**src/rtl/pll_dyn_ctrl.sv**
```systemverilog
// PLL dynamic divider controller.
// Loads one of four raw {fbdsel,idsel,odsel} select words into the PLL,
// runs the relock sequence (wait for unlock, wait for lock, settle),
// parks on the initial mode between retries, and reports done/err.
// lock is asynchronous to clk and is only used after a 2-flop synchronizer.
module pll_dyn_ctrl #(
  parameter int          INIT_MODE  = 0,
  parameter logic [17:0] MODE0_SEL  = 18'h3FFBE,
  parameter logic [17:0] MODE1_SEL  = 18'h3EFBC,
  parameter logic [17:0] MODE2_SEL  = 18'h3DFBA,
  parameter logic [17:0] MODE3_SEL  = 18'h3CFB8,
  parameter int          UNLOCK_TO  = 64,
  parameter int          LOCK_TO    = 100000,
  parameter int          SETTLE_CYC = 1024,
  parameter int          RETRIES    = 3
) (
  input  logic       clk,
  input  logic       reset,
  input  logic       req_valid,
  input  logic [1:0] req_mode,
  output logic       req_ready,
  input  logic       lock,
  output logic [5:0] fbdsel,
  output logic [5:0] idsel,
  output logic [5:0] odsel,
  output logic [1:0] mode_cur,
  output logic       busy,
  output logic       stable,
  output logic       done,
  output logic       err
);

  typedef enum logic [2:0] {
    S_IDLE,
    S_LOAD,
    S_WAIT_UNLOCK,
    S_WAIT_LOCK,
    S_PARK,
    S_SETTLE,
    S_ERR
  } state_t;

  localparam int RW = (RETRIES > 0) ? $clog2(RETRIES + 1) : 1;

  // Each timed state leaves in the cycle its timer holds LIMIT-1, i.e. after
  // exactly LIMIT cycles spent in that state.
  localparam logic [19:0] UNLOCK_LAST = (UNLOCK_TO  > 0) ? 20'(UNLOCK_TO  - 1) : 20'd0;
  localparam logic [19:0] LOCK_LAST   = (LOCK_TO    > 0) ? 20'(LOCK_TO    - 1) : 20'd0;
  localparam logic [19:0] SETTLE_LAST = (SETTLE_CYC > 0) ? 20'(SETTLE_CYC - 1) : 20'd0;
  localparam logic [19:0] PARK_LAST   = 20'd15;

  localparam logic [RW-1:0] RETRY_MAX = RW'(RETRIES);
  localparam logic [1:0]    INIT_M    = 2'(INIT_MODE);

  // Select word per mode, indexed by mode number.
  localparam logic [17:0] MODE_SEL_TBL [4] = '{MODE0_SEL, MODE1_SEL, MODE2_SEL, MODE3_SEL};

  state_t      state_reg;
  logic [19:0] timer_reg;
  logic [19:0] timer_inc;
  logic [RW-1:0] retry_reg;
  logic [1:0]  target_reg;
  logic [1:0]  mode_cur_reg;
  logic [17:0] sel_reg;
  logic        lock_meta_reg;
  logic        lock_s_reg;
  logic        busy_reg;
  logic        stable_reg;
  logic        done_reg;
  logic        err_reg;
  logic        req_ready_reg;

  // Saturating increment: the timer holds at all-ones rather than wrapping.
  assign timer_inc = (&timer_reg) ? timer_reg : timer_reg + 20'd1;

  assign {fbdsel, idsel, odsel} = sel_reg;
  assign mode_cur  = mode_cur_reg;
  assign busy      = busy_reg;
  assign stable    = stable_reg;
  assign done      = done_reg;
  assign err       = err_reg;
  assign req_ready = req_ready_reg;

  // Two-flop synchronizer bringing the asynchronous PLL lock into clk.
  always_ff @(posedge clk) begin
    if (reset) begin
      lock_meta_reg <= 1'b0;
      lock_s_reg    <= 1'b0;
    end else begin
      lock_meta_reg <= lock;
      lock_s_reg    <= lock_meta_reg;
    end
  end

  // Relock sequencer; all status outputs are registered alongside the state.
  always_ff @(posedge clk) begin
    if (reset) begin
      state_reg     <= S_WAIT_LOCK;
      timer_reg     <= 20'd0;
      retry_reg     <= '0;
      target_reg    <= INIT_M;
      mode_cur_reg  <= INIT_M;
      sel_reg       <= MODE_SEL_TBL[INIT_M];
      busy_reg      <= 1'b1;
      stable_reg    <= 1'b0;
      done_reg      <= 1'b0;
      err_reg       <= 1'b0;
      req_ready_reg <= 1'b0;
    end else begin
      done_reg <= 1'b0;
      case (state_reg)
        S_IDLE: begin
          if (req_valid) begin
            if (req_mode == mode_cur_reg) begin
              // Already running this mode: acknowledge without touching the PLL.
              done_reg <= 1'b1;
            end else begin
              target_reg    <= req_mode;
              retry_reg     <= '0;
              state_reg     <= S_LOAD;
              busy_reg      <= 1'b1;
              stable_reg    <= 1'b0;
              req_ready_reg <= 1'b0;
            end
          end
        end

        S_LOAD: begin
          sel_reg      <= MODE_SEL_TBL[target_reg];
          mode_cur_reg <= target_reg;
          timer_reg    <= 20'd0;
          state_reg    <= S_WAIT_UNLOCK;
        end

        S_WAIT_UNLOCK: begin
          // Small ratio changes may never drop lock, so give up after a bound.
          if (!lock_s_reg || (timer_reg >= UNLOCK_LAST)) begin
            state_reg <= S_WAIT_LOCK;
            timer_reg <= 20'd0;
          end else begin
            timer_reg <= timer_inc;
          end
        end

        S_WAIT_LOCK: begin
          if (lock_s_reg) begin
            state_reg <= S_SETTLE;
            timer_reg <= 20'd0;
          end else if (timer_reg >= LOCK_LAST) begin
            timer_reg <= 20'd0;
            if (retry_reg < RETRY_MAX) begin
              retry_reg <= retry_reg + 1'b1;
              sel_reg   <= MODE_SEL_TBL[INIT_M];
              state_reg <= S_PARK;
            end else begin
              state_reg     <= S_ERR;
              err_reg       <= 1'b1;
              busy_reg      <= 1'b0;
              req_ready_reg <= 1'b1;
            end
          end else begin
            timer_reg <= timer_inc;
          end
        end

        S_PARK: begin
          // Sit on the known-good mode before retrying the target.
          if (timer_reg >= PARK_LAST) begin
            sel_reg   <= MODE_SEL_TBL[target_reg];
            timer_reg <= 20'd0;
            state_reg <= S_LOAD;
          end else begin
            timer_reg <= timer_inc;
          end
        end

        S_SETTLE: begin
          if (!lock_s_reg) begin
            state_reg <= S_WAIT_LOCK;
            timer_reg <= 20'd0;
          end else if (timer_reg >= SETTLE_LAST) begin
            state_reg     <= S_IDLE;
            done_reg      <= 1'b1;
            busy_reg      <= 1'b0;
            stable_reg    <= 1'b1;
            req_ready_reg <= 1'b1;
          end else begin
            timer_reg <= timer_inc;
          end
        end

        S_ERR: begin
          if (req_valid) begin
            target_reg    <= req_mode;
            retry_reg     <= '0;
            state_reg     <= S_LOAD;
            err_reg       <= 1'b0;
            busy_reg      <= 1'b1;
            req_ready_reg <= 1'b0;
          end
        end

        default: begin
          // Unreachable encoding: fall into the error state so software can recover.
          state_reg     <= S_ERR;
          err_reg       <= 1'b1;
          busy_reg      <= 1'b0;
          stable_reg    <= 1'b0;
          req_ready_reg <= 1'b1;
        end
      endcase
    end
  end

endmodule

```
**config.mk**
```make
export PLATFORM = sky130hd
export DESIGN_NAME = pll_dyn_ctrl
export DESIGN_NICKNAME = d
export VERILOG_FILES = /design/src/rtl/pll_dyn_ctrl.sv
export SDC_FILE = /design/constraint.sdc
export NUM_CORES = 1
export LEC_CHECK = 0
export CAP_MARGIN = 25
export CORE_ASPECT_RATIO = 0.8
export CORE_MARGIN = 3
export CORE_UTILIZATION = 60
export CTS_CLUSTER_SIZE = 14
export DETAILED_ROUTE_END_ITERATION = 16
export PLACE_DENSITY = 0.92
export SYNTH_ARGS = -nofsm -noshare
export SYNTH_HDL_FRONTEND = slang
export SYNTH_SLANG_ARGS = --single-unit
```
**constraint.sdc**
```tcl
create_clock -name clk -period 3.5 [get_ports clk]
set_input_delay 0.35 -clock clk [delete_from_list [all_inputs] [get_ports clk]]
set_output_delay 0.35 -clock clk [all_outputs]
set_load 0.03 [all_outputs]
```
==> flow_summary_export.csv <==
group,metric,value,unit
route,firstDrtPassIters,6,
layout,drive_gt1_frac,0.0915,
logic_synthesis,synthArstFlopShare,0,
floorplanning,num_rows,20,
logic_synthesis,synth_top_family_by_area,"simple AND/OR/NAND/NOR gates",
route,drtIter0Drc,438,
placed_design,post-dp-hpwl,4.49,mm
power_and_ir_drop,power-per-cell-area,651,mW/mm^2
timing,slew_headroom,0.494,
logic_synthesis,synthSimpleGateAreaFrac,0.307,
clock_network,cts_buffer_depth,2,
placed_design,portBuffers,16,
setup_path,slowest_stage,"dfxtp_1",
timing,finalCritPeriodShare,0.783,
timing,slew_violations,0,
logic_synthesis,synth_xor_area_frac,0.0210,
placed_design,placed_area,0.00260,mm^2
clock_network,clock-sinks,38,
placed_design,place_inst,363,
logic_synthesis,avgSynthCellArea,8.08,um^2
logic_synthesis,synth_edf_count,0,
timing,fin_crit,2.74,ns
setup_path,crit_fanout,23,
route,wl_per_cell,16.6,um
logic_synthesis,netlist_area,0.00250,mm^2
clock_network,cts.htree.levels,2,
layout,finalNonFillerCells,372,
layout,multi_input_area,0.00155,mm^2
timing,hold_slack,0.438,ns
global_route,grt_first_pass_wirelength,10.3,mm
min_path,worstHoldPathType,"flop to flop",
route,drc_errors,0,
floorplanning,pin_count,31,
route,ant_nets,0,
setup_path,crit_buf_inv,1,
power_and_ir_drop,total_power,1.77,mW
clock_network,cts_tree,"done",
global_route,antenna_found_initial,0,
clock_network,clk_latency,0.31,ns
layout,regArea,761,um^2
logic_synthesis,synth_cell_types,65,
route,via_per_inst,6.49,
floorplanning,initial_core_util,0.640,
global_route,grt_max_degree,26,
clock_network,cts_resized,0,
timing,setup_viol,0,
setup_path,worstPathArrival,2.95,ns
route,routed_wl,6.19,mm
clock_network,cts_root_buffer,"clkbuf_8",
setup_path,path_cells,"nand3b_1 > nor3_1 > o31ai_4 > a41oi_1 > o21ai_1 > buf_4 > a311oi_1",
global_route,grt_pass1_vias,2122,
setup_path,startpoint_type,"flop",
floorplanning,chipWidth,78.1,um
timing,final.setup.tns,0,ns
global_route,grt_usage,0.263,
timing,rsz0062_at_grt,"no",
run,drv_cap,0,
clock_network,clkTransAtPathRegs,0.08,ns
placed_design,finalWeightedCongestion,0.989,
setup_path,required,3.71,ns
power_and_ir_drop,p_leak,0.975,nW
clock_network,cts_inserted_buffers,5,
logic_synthesis,synth_mux_area_frac,0.0281,
timing,fmax,365,MHz
global_route,grt_overflow,0,
logic_synthesis,ys_seq_area_frac,0.305,
logic_synthesis,yosysTopAreaCell,"dfxtp_1",
layout,antenna_cells,0,
layout,largest_reg_flops,20,
clock_network,postCtsHoldBufs,0,
setup_path,max_stage_delay,0.74,ns
setup_path,r2r_slack,0.76,ns
route,vias,2416,
logic_synthesis,synth_compound_area_frac,0.224,
setup_path,critPathCapture,"timer_reg[10]$_SDFFE_PP0P_",
setup_path,cp.depth,7,
logic_synthesis,netlist_instances,309,
layout,finalInstanceArea,0.00272,mm^2
setup_path,cp-startpoint,"state_reg[0]$_SDFFE_PP1P_",
logic_synthesis,synth.area.top_cells,"dfxtp_1 (30%), buf_4 (4.8%), nand2_1 (4.2%), nor2_1 (3.9%), a21oi_1 (3.8%)",
logic_synthesis,synth_adder_area_share,0.0200,
setup_path,r2r-start,"state_reg[0]$_SDFFE_PP1P_",
timing,fin_worst_skew,0.00647,ns
layout,nets,326,
logic_synthesis,yosys.area.top_type_share,0.305,
logic_synthesis,synth_ff_type,"dfxtp_1",
setup_path,rr_worst_depth,7,
floorplanning,coreArea,0.00390,mm^2
status,status,"finished clean",
setup_path,crit_path_end_kind,"flop",
logic_synthesis,yosys_warnings,0,
placed_design,place_ws,0.803,ns
power_and_ir_drop,vdd_drop_max,0.366,mV
timing,setup_slack,0.760,ns
setup_path,reg2reg_to,"timer_reg[10]$_SDFFE_PP0P_",
floorplanning,die_y,63.7,um
layout,n_fill_cell,322,
timing,finalHoldViolCount,0,
logic_synthesis,synth-seq-cells,38,
setup_path,critPathTopFamily,"compound AO/OA/AOI/OAI gates",
floorplanning,die_area,0.00498,mm^2
timing,tightest_slew,0.758,ns
layout,utilization,0.697,
clock_network,cts_setup_buffers,0,
layout,areaGrowthSynthToFinish,8.92,%
setup_path,critical_path_class,"flop to flop",
==> layout make-up <==
class | instances | area share
multi-input combinational | 241 | 0.571
sequential | 38 | 0.280
timing repair buffer | 19 | 0.0672
clock buffer | 5 | 0.0253
tap | 55 | 0.0253
clock inverter | 3 | 0.0166
inverter | 11 | 0.0152
==> layout by cell type (no fill, tap or decap), types with 3 or more instances in the layout <==
| master | synthesis | routed |
|---|---|---|
| nand2b_1 | 5 | 5 |
| o31ai_2 | 3 | 3 |
| a311oi_1 | 4 | 4 |
| clkbuf_8 | 0 | 5 |
| nand3_1 | 18 | 18 |
| a31oi_1 | 5 | 5 |
| nor3_1 | 14 | 14 |
| nand3b_1 | 3 | 3 |
| o311ai_0 | 3 | 3 |
| nand4_1 | 5 | 5 |
| xor2_1 | 5 | 5 |
| nor4_1 | 5 | 5 |
| mux2i_1 | 7 | 7 |
| nor2b_1 | 4 | 4 |
| inv_1 | 11 | 11 |
| and3_1 | 4 | 4 |
| nand2_1 | 28 | 28 |
| clkdlybuf4s50_1 | 0 | 16 |
| buf_4 | 16 | 3 |
| ha_1 | 4 | 4 |
| nor2_1 | 26 | 26 |
| o21ai_0 | 12 | 12 |
| a41oi_1 | 3 | 3 |
| nor4_4 | 3 | 3 |
| dfxtp_1 | 38 | 38 |
| a21oi_1 | 19 | 19 |
| conb_1 | 2 | 14 |
==> report_power, final <==
part	leakage, nW	internal (mW)	switching [mW]
Sequential	0.308	0.485	0.0844
Combinational	0.617	0.304	0.517
Clock	0.0504	0.212	0.169
Total	0.975	1.00	0.771
==> worst min path at each step <==
| stage | startpoint | cells after the start | end |
|---|---|---|---|
| after global placement | lock_meta_reg$_SDFF_PP0_ | 1 | lock_s_reg$_SDFF_PP0_ |
| final | lock_meta_reg$_SDFF_PP0_ | 1 | lock_s_reg$_SDFF_PP0_ |
| after floorplan | lock_meta_reg$_SDFF_PP0_ | 1 | lock_s_reg$_SDFF_PP0_ |
| after CTS | lock_meta_reg$_SDFF_PP0_ | 1 | lock_s_reg$_SDFF_PP0_ |
| after detailed placement | lock_meta_reg$_SDFF_PP0_ | 1 | lock_s_reg$_SDFF_PP0_ |
| after global routing | lock_meta_reg$_SDFF_PP0_ | 1 | lock_s_reg$_SDFF_PP0_ |
==> cells by family after synthesis <==
| kind of cell | after synthesis |
|---|---|
| simple gates | 136 |
| compound gates | 74 |
| buf+inv | 42 |
| flops | 38 |
| mux | 7 |
| xor+xnor | 6 |
| fa+ha+maj | 4 |
| other cells | 2 |
==> routing by layer <==
metal / global-route usage / vias to the layer above / share of wire
li1: - / 1120 / -
met1: 0.364 / 1089 / 0.44
met2: 0.371 / 186 / 0.43
met3: 0.0814 / 21 / 0.11
met4: 0.122 / 0 / 0.027
met5: 0 / - / 0
==> synthesized netlist by cell type (3+ instances only) <==
library cell / n
dfxtp_1: 38
o311ai_0: 3
clkbuf_1: 10
o31ai_2: 3
nor3_1: 14
nand2_1: 28
nor2_1: 26
ha_1: 4
inv_1: 11
a41oi_1: 3
and3_1: 4
nor2b_1: 4
o21ai_0: 12
buf_2: 3
a21oi_1: 19
nor4_4: 3
xor2_1: 5
nand2b_1: 5
buf_4: 16
nor4_1: 5
nand3_1: 18
a31oi_1: 5
mux2i_1: 7
nand4_1: 5
nand3b_1: 3
a311oi_1: 4
==> worst register-to-register path: cells and delay by family (launching register included) <==
family,cells,cell delay [ns]
AO/OA/AOI/OAI,4,0.92
flip-flops,1,0.74
AND/OR/NAND/NOR,2,0.72
buffers and inverters,1,0.26
No activity file was read; power rests on OpenSTA's default activity.
